File: config.mk
export PLATFORM = sky130hd
export DESIGN_NAME = if_id_pipe
export DESIGN_NICKNAME = d
export VERILOG_FILES = /design/src/rtl/if_id_pipe.sv
export SDC_FILE = /design/constraint.sdc
export NUM_CORES = 1
export LEC_CHECK = 0
export CAP_MARGIN = 20
export CORE_ASPECT_RATIO = 1.1
export CORE_MARGIN = 2
export CORE_UTILIZATION = 53
export DETAILED_ROUTE_END_ITERATION = 7
export PLACE_DENSITY = 0.91
export SLEW_MARGIN = 20
export SYNTH_ARGS = -nofsm -noshare
export SYNTH_HDL_FRONTEND = slang
export SYNTH_SLANG_ARGS = --single-unit
File: constraint.sdc
create_clock -name clk -period 4.6 [get_ports clk]
set_clock_uncertainty 0.15 [all_clocks]
set_input_delay 0.69 -clock clk [delete_from_list [all_inputs] [get_ports clk]]
set_output_delay 0.69 -clock clk [all_outputs]
set_load 0.005 [all_outputs]
File: src/rtl/if_id_pipe.sv
// IF/ID pipeline register with a one-entry skid buffer and branch flush.
// Define IF_ID_PERF_EN to add saturating stall_cnt/flush_cnt outputs.
module if_id_pipe #(
   parameter logic [31:0] NOP = 32'h0000_0000
) (
   input  logic        clk,
   input  logic        rst_n,
   input  logic [31:0] if_ir,
   input  logic [31:0] if_npc,
   input  logic        if_valid,
   output logic        if_ready,
   input  logic        flush,
   output logic        id_valid,
   input  logic        id_ready,
   output logic [31:0] id_ir,
   output logic [31:0] id_npc
`ifdef IF_ID_PERF_EN
   ,
   output logic [15:0] stall_cnt,
   output logic [15:0] flush_cnt
`endif
);

   // Encoding is {id_valid, sk_valid}; (0,1) has no name and cannot be entered.
   typedef enum logic [1:0] {
      EMPTY = 2'b00,
      ONE   = 2'b10,
      FULL  = 2'b11
   } state_e;

   state_e      state, state_nxt;
   logic        sk_valid;
   logic [31:0] sk_ir, sk_npc;
   logic [31:0] ir_nxt, npc_nxt, sk_ir_nxt, sk_npc_nxt;
   logic        accept, drain, out_load;

   assign id_valid = state[1];
   assign sk_valid = state[0];
   // if_ready depends only on the skid flop, never on id_ready.
   assign if_ready = ~sk_valid;

   assign accept   = if_valid & if_ready & ~flush;
   assign drain    = id_valid & id_ready;
   assign out_load = ~id_valid | drain;

   always_comb begin
      // NOTE: every comb output gets a default first so no path infers a latch.
      state_nxt  = state;
      ir_nxt     = id_ir;
      npc_nxt    = id_npc;
      sk_ir_nxt  = sk_ir;
      sk_npc_nxt = sk_npc;
      if (flush) begin
         state_nxt = EMPTY;
         ir_nxt    = NOP;
      end else if (out_load) begin
         if (sk_valid) begin
            state_nxt = ONE;
            ir_nxt    = sk_ir;
            npc_nxt   = sk_npc;
         end else if (accept) begin
            state_nxt = ONE;
            ir_nxt    = if_ir;
            npc_nxt   = if_npc;
         end else begin
            state_nxt = EMPTY;
            ir_nxt    = NOP;
         end
      end else if (accept) begin
         state_nxt  = FULL;
         sk_ir_nxt  = if_ir;
         sk_npc_nxt = if_npc;
      end
   end

   // NOTE: sequential state uses non-blocking assignments so every flop samples pre-edge values.
   always_ff @(posedge clk or negedge rst_n) begin
      if (!rst_n) begin
         state  <= EMPTY;
         id_ir  <= NOP;
         id_npc <= '0;
         sk_ir  <= '0;
         sk_npc <= '0;
      end else begin
         state  <= state_nxt;
         id_ir  <= ir_nxt;
         id_npc <= npc_nxt;
         sk_ir  <= sk_ir_nxt;
         sk_npc <= sk_npc_nxt;
      end
   end

`ifdef IF_ID_PERF_EN
   always_ff @(posedge clk or negedge rst_n) begin
      if (!rst_n) begin
         stall_cnt <= '0;
         flush_cnt <= '0;
      end else begin
         if (id_valid && !id_ready && stall_cnt != 16'hFFFF) stall_cnt <= stall_cnt + 16'd1;
         if (flush && flush_cnt != 16'hFFFF) flush_cnt <= flush_cnt + 16'd1;
      end
   end
`endif

endmodule

==> results.sh, run 1 <==
export IMPL_synth_mux_area_share_pct=26.2
export IMPL_grt_max_degree=85
export IMPL_r2r_slack_ps=1940
export IMPL_antenna_cells=0
export IMPL_grt_pass1_vias=3957
export IMPL_fin_total_pwr_mw=3.33
export IMPL_die_w_um=101
export IMPL_fmax_mhz=376
export IMPL_numCtsBuffers=17
export IMPL_place_gp_congestion=0.752
export IMPL_hold_slack_ps=63.0
export IMPL_min_path_type="input port to asynchronous set/reset pin"
export IMPL_grt_pass1_wl_um=20000
export IMPL_post_cts_resized=0
export IMPL_layout_nets=593
export IMPL_ir_worst_vdd_v=0.000317
export IMPL_period_share_pct=57.8
export IMPL_placementRows=38
export IMPL_arrival_ps=2910
export IMPL_synth_seq_cells=130
export IMPL_numPortBuffers=134
export IMPL_leakagePower_nw=3.19
export IMPL_reg2regPathDepth=5
export IMPL_grtUsageTotal_pct=22.9
export IMPL_fin_crit_ps=2660
export IMPL_required_ps=4850
export IMPL_end_kind="flip-flop"
export IMPL_rsz0062_at_grt="no"
export IMPL_cts_num_sinks=130
export IMPL_cts_tree="done"
export IMPL_cap_violations=0
export IMPL_drt_wirelength_per_cell_um=18.4
export IMPL_cts_path_max_buffers=2
export IMPL_dpl_hpwl_um=7930
export IMPL_synth_top_family_by_area="multiplexers"
export IMPL_area_growth_pct=36.3
export IMPL_synthSimpleGateAreaFrac_pct=6.13
export IMPL_final_core_util_pct=75.0
export IMPL_synth_cell_types=16
export IMPL_synth_fa_ha_area_share_pct=0
export IMPL_vias_per_cell=5.65
export IMPL_fillers=635
export IMPL_num_io_pins=135
export IMPL_r2r_end="id_npc[20]$_DFFE_PN0P_"
export IMPL_num_vias=3715
export IMPL_synth_xor_area_share_pct=0
export IMPL_critPathKind="input port to flip-flop"
export IMPL_setup_tns_final_ps=0
export IMPL_r2r_start="state[0]$_DFFE_PN0P_"
export IMPL_drive_above_1_share_pct=21.0
export IMPL_p_per_area_nw_per_um2=445
export IMPL_postCtsHoldBufs=0
export IMPL_drt_first_pass_iters=4
export IMPL_slew_headroom_pct=49.7
export IMPL_postCtsSetupBuffers=0
export IMPL_yosys_area_top_type="dfrtp_1"
export IMPL_synth_fp_nets=463
export IMPL_clock_latency_ps=510
export IMPL_path_clk_slew_ps=60
export IMPL_synth_cells=394
export IMPL_status="finished, final reports clean"
export IMPL_cp_max_fo=43
export IMPL_yosys_warnings=0
export IMPL_setup_viol_count_final=0
export IMPL_ys_top_cells_by_area="dfrtp_1 (59%), mux2_2 (14%), mux2_1 (13%), a221oi_1 (5.1%), nor3_1 (3.0%)"
export IMPL_grt_ovfl_total=0
export IMPL_ys_seq_area_share_pct=59.2
export IMPL_drt_iter0_drc=132
export IMPL_antenna_found_initial=0
export IMPL_ant_nets=0
export IMPL_die_area_um2=11200
export IMPL_syn_avg_cell_area_um2=13.9
export IMPL_synth_area_um2=5490
export IMPL_h_tree_depth=4
export IMPL_synth_top_area_share_pct=59.2
export IMPL_initial_core_util_pct=55.0
export IMPL_worstMarginPinSlew_ps=754
export IMPL_drv_slew=0
export IMPL_fp_dieH_um=111
export IMPL_core_um2=9980
export IMPL_cp_start_kind="input port"
export IMPL_finalHoldViolations=0
export IMPL_drc=0
export IMPL_cts_root_buf="clkbuf_8"
export IMPL_synth_compound_area_share_pct=5.19
export IMPL_routed_wl_um=12100
[routing by layer]
| layer | GRT usage [%] | wire, µm |
|---|---|---|
| met5 | 0 | 0 |
| met4 | 6.49 | 111 |
| met3 | 7.76 | 845 |
| met2 | 36.5 | 6000 |
| met1 | 29.9 | 5140 |
[metrics by stage]
step                      cell area, µm²  setup WS [ps]  std cells
after floorplan                     5490           2510        394
after global placement              6880           1420        625
after detailed placement            6880           1390        625
after CTS                           7480           1930        657
after global routing                7490           1810        657
final                               7490           1940        657
[cells in the mapped netlist (all sizes together)]
library cell	instances
nand2b	1
inv	1
buf	16
nand2	1
nor2b	1
nor3b	1
nor2	33
nor3	34
a221oi	32
dfrtp	130
mux2	128
a21oi	1
clkbuf	15
[worst max-delay path, stage by stage]
cell and delay [ps]:
clkdlybuf4s50_1 480, nor2b_2 40, buf_4 240, nand2_2 440, buf_4 570, mux2_2 400
[layout by cell type (no fill, tap or decap)]
cell	netlist	layout
inv_1	1	1
dfrtp_1	130	129
buf_6	6	1
clkdlybuf4s50_1	0	133
bufinv_16	0	3
dfrtp_2	0	1
mux2_1	61	61
nand2_2	1	1
nor3b_4	1	1
buf_4	0	8
nor2_1	33	33
clkinv_2	0	5
nand2b_2	0	1
a21oi_1	1	1
a221oi_1	32	32
clkbuf_16	0	16
nor3_1	33	33
nor2b_2	0	1
clkbuf_1	15	1
clkinvlp_4	0	2
clkbuf_8	0	5
nor3_4	0	1
mux2_2	67	67
[power by group]
part           leakage (nW)  total (mW)  switching (mW)  internal, mW
registers              1.62        1.48           0.117          1.36
clock network         0.297        1.35           0.471         0.878
logic                  1.28       0.505           0.180         0.324
total                  3.19        3.33           0.769          2.56
[state kept, by name, summed over array words and instances (netlist names)]
register  cells
id_ir        32
id_npc       32
sk_ir        32
sk_npc       32
state         2
[worst max path at each step]
stage / from / endpoint / slack, ps
after floorplan: flush / sk_ir[0]$_DFFE_PN0P_ / 2510
after global placement: id_ready / sk_npc[31]$_DFFE_PN0P_ / 1420
after detailed placement: id_ready / sk_npc[31]$_DFFE_PN0P_ / 1390
after CTS: state[0]$_DFFE_PN0P_ / id_npc[30]$_DFFE_PN0P_ / 1930
after global routing: state[0]$_DFFE_PN0P_ / id_npc[20]$_DFFE_PN0P_ / 1810
final: id_ready / sk_npc[31]$_DFFE_PN0P_ / 1940
[final cells by class]
cell class	instances	area (µm²)	area share (%)
Clock buffer	22	473	6.32
Clock inverter	10	130	1.74
Inverter	1	3.75	0.0501
Multi-Input combinational cell	232	2070	27.7
Sequential cell	130	3250	43.5
Tap cell	120	150	2.01
Timing Repair Buffer	142	1400	18.7
[cell families (layout without fill, tap and decap cells)]
logic type	Yosys count	in the layout
buf+inv	32	175
compound gates	33	33
mux	128	128
simple gates	71	71
flops	130	130
No activity file was read; power rests on OpenSTA's default activity.
==> run 2: changes to the inputs <==
--- a/config.mk
+++ b/config.mk
@@ -8,9 +8,9 @@
 export CAP_MARGIN = 20
 export CORE_ASPECT_RATIO = 1.1
 export CORE_MARGIN = 2
-export CORE_UTILIZATION = 53
+export CORE_UTILIZATION = 45
 export DETAILED_ROUTE_END_ITERATION = 7
-export PLACE_DENSITY = 0.91
+export PLACE_DENSITY = 0.83
 export SLEW_MARGIN = 20
 export SYNTH_ARGS = -nofsm -noshare
 export SYNTH_HDL_FRONTEND = slang
==> constraint.sdc (replaced) <==
create_clock -name clk -period 2.16 [get_ports clk]
set_clock_uncertainty 0.15 [all_clocks]
set_input_delay 0.324 -clock clk [delete_from_list [all_inputs] [get_ports clk]]
set_output_delay 0.324 -clock clk [all_outputs]
set_load 0.005 [all_outputs]
==> results.sh, run 2 (synthesis results as in run 1) <==
export IMPL_p_per_area_nw_per_um2=925
export IMPL_period_share_pct=95.2
export IMPL_num_vias=3795
export IMPL_cp_start_kind="flip-flop"
export IMPL_drt_iter0_drc=157
export IMPL_post_cts_resized=0
export IMPL_final_cell_mix="clkdlybuf4s50_1 (133), dfrtp_1 (129), mux2_2 (67)"
export IMPL_wl_met1_um=4980
export IMPL_cp_max_fo=13
export IMPL_drive_above_1_share_pct=22.7
export IMPL_slowest_delay_ps=490
export IMPL_r2r_start="state[0]$_DFFE_PN0P_"
export IMPL_fin_total_pwr_mw=7.11
export IMPL_h_tree_depth=4
export IMPL_area_growth_pct=39.9
export IMPL_placed_area_um2=7040
export IMPL_internal_power_mw=5.47
export IMPL_finalHoldViolations=0
export IMPL_top_layer_used="met4"
export IMPL_path_delay_family="buffers and inverters"
export IMPL_required_ps=1690
export IMPL_cts_path_max_buffers=2
export IMPL_drt_first_pass_iters=4
export IMPL_antenna_cells=0
export IMPL_met3_length_um=1030
export IMPL_die_area_um2=13100
export IMPL_hold_slack_ps=145
export IMPL_leakagePower_nw=3.28
export IMPL_cap_violations=0
export IMPL_path_cells="buf_4 > inv_1 > clkdlybuf4s50_1"
export IMPL_min_path_type="input port to asynchronous set/reset pin"
export IMPL_critPathKind="flip-flop to output port"
export IMPL_die_w_um=109
export IMPL_antenna_found_initial=0
export IMPL_startpoint="state[0]$_DFFE_PN0P_"
export IMPL_status="finished, final reports clean"
export IMPL_initial_core_util_pct=45.9
export IMPL_grt_pass1_vias=3965
export IMPL_grt_ovfl_total=0
export IMPL_core_um2=12000
export IMPL_clockPowerShare_pct=40.8
export IMPL_cp_slowest_cell="clkdlybuf4s50_1"
export IMPL_worstMarginPinSlew_ps=382
export IMPL_cts_tree="done"
export IMPL_power_frac_comb_pct=15.3
export IMPL_layout_commonest_cell="clkdlybuf4s50_1"
export IMPL_place_gp_congestion=0.750
export IMPL_num_io_pins=135
export IMPL_grt_pass1_wl_um=19400
export IMPL_switching_share_pct=23.1
export IMPL_fp_dieH_um=120
export IMPL_arrival_ps=1580
export IMPL_grtUsageTotal_pct=19.2
export IMPL_p_sw_mw=1.64
export IMPL_routed_wl_um=11900
export IMPL_fmax_mhz=486
export IMPL_drv_slew=0
export IMPL_fin_crit_ps=2060
export IMPL_drc=0
export IMPL_vias_per_cell=5.39
export IMPL_critPathBufInv=3
export IMPL_numPortBuffers=134
export IMPL_fillers=922
export IMPL_wl_met2_um=5780
export IMPL_cts_root_buf="clkbuf_16"
export IMPL_ir_worst_vdd_v=0.000653
export IMPL_setup_tns_final_ps=0
export IMPL_grt_max_degree=65
export IMPL_drt_wirelength_per_cell_um=16.9
export IMPL_end_kind="output port"
export IMPL_cts_num_sinks=130
export IMPL_clock_latency_ps=400
export IMPL_ant_nets=0
export IMPL_rsz0062_at_grt="no"
export IMPL_layout_nets=606
export IMPL_placementRows=42
export IMPL_numCtsBuffers=17
export IMPL_slew_headroom_pct=74.5
export IMPL_setup_viol_count_final=0
export IMPL_final_area_um2=7680
export IMPL_path_clk_slew_ps=60
export IMPL_pwr_share_seq_pct=44.0
export IMPL_dpl_hpwl_um=8100
[run 2: through the flow]
stage	cells	worst slack [ps]	utilization [%]
global placement	668	77.3	58.8
floorplan	394	362	-
global route	704	36.6	64.1
finish	704	103	64.1
detailed placement	668	41.4	58.8
CTS	701	11.5	64.0
[run 2: cell type report]
class,instances,area [µm²],area share (%)
sequential,130,3250,42.3
multi-input combinational,232,2070,27.0
timing repair buffer,155,1550,20.2
clock buffer,19,453,5.89
tap,154,193,2.51
clock inverter,13,160,2.08
inverter,1,3.75,0.0488
[run 2: what timing repair did]
action                                 4_1_cts  5_1_grt
setup endpoints to repair                    0        1
endpoints found under the hold margin      130        0
buffers inserted                             0        3
hold buffers                                 1        0
[run 2: power groups by stage]
stage / clock (mW) / sequential (mW) / combinational, mW
finish: 2.90 / 3.13 / 1.09
global route: 3.09 / 3.18 / 1.20
CTS: 2.97 / 3.13 / 1.11
detailed placement: 0 / 3.16 / 1.10
global placement: 0 / 3.13 / 1.06
floorplan: 0 / 3.11 / 0.492
[run 2: path summary, 6_finish.rpt]
path,slack [ps],cells past startpoint,endpoint
max,100,3,if_ready
min,140,2,id_ir[17]$_DFFE_PN0N_
max reg2reg,370,5,sk_ir[25]$_DFFE_PN0P_
min reg2reg,340,1,sk_npc[2]$_DFFE_PN0P_
max in group asynchronous,1150,3,id_npc[26]$_DFFE_PN0P_
min in group clk,340,1,sk_npc[2]$_DFFE_PN0P_
[run 2: layer usage]
layer,vias up,global-route usage (%)
li1,1733,-
met1,1917,24.7
met2,135,29.9
met3,10,7.28
met4,0,6.01
met5,-,0
==> run 3: changes to the inputs <==
--- a/config.mk
+++ b/config.mk
@@ -9,6 +9,7 @@
 export CORE_ASPECT_RATIO = 1.1
 export CORE_MARGIN = 2
 export CORE_UTILIZATION = 45
+export CTS_BUF_LIST = sky130_fd_sc_hd__clkbuf_8 sky130_fd_sc_hd__clkbuf_16
 export DETAILED_ROUTE_END_ITERATION = 7
 export PLACE_DENSITY = 0.83
 export SLEW_MARGIN = 20
==> results of run 3 <==
No change in the layout: final DEF, timing and power equal those of run 2.
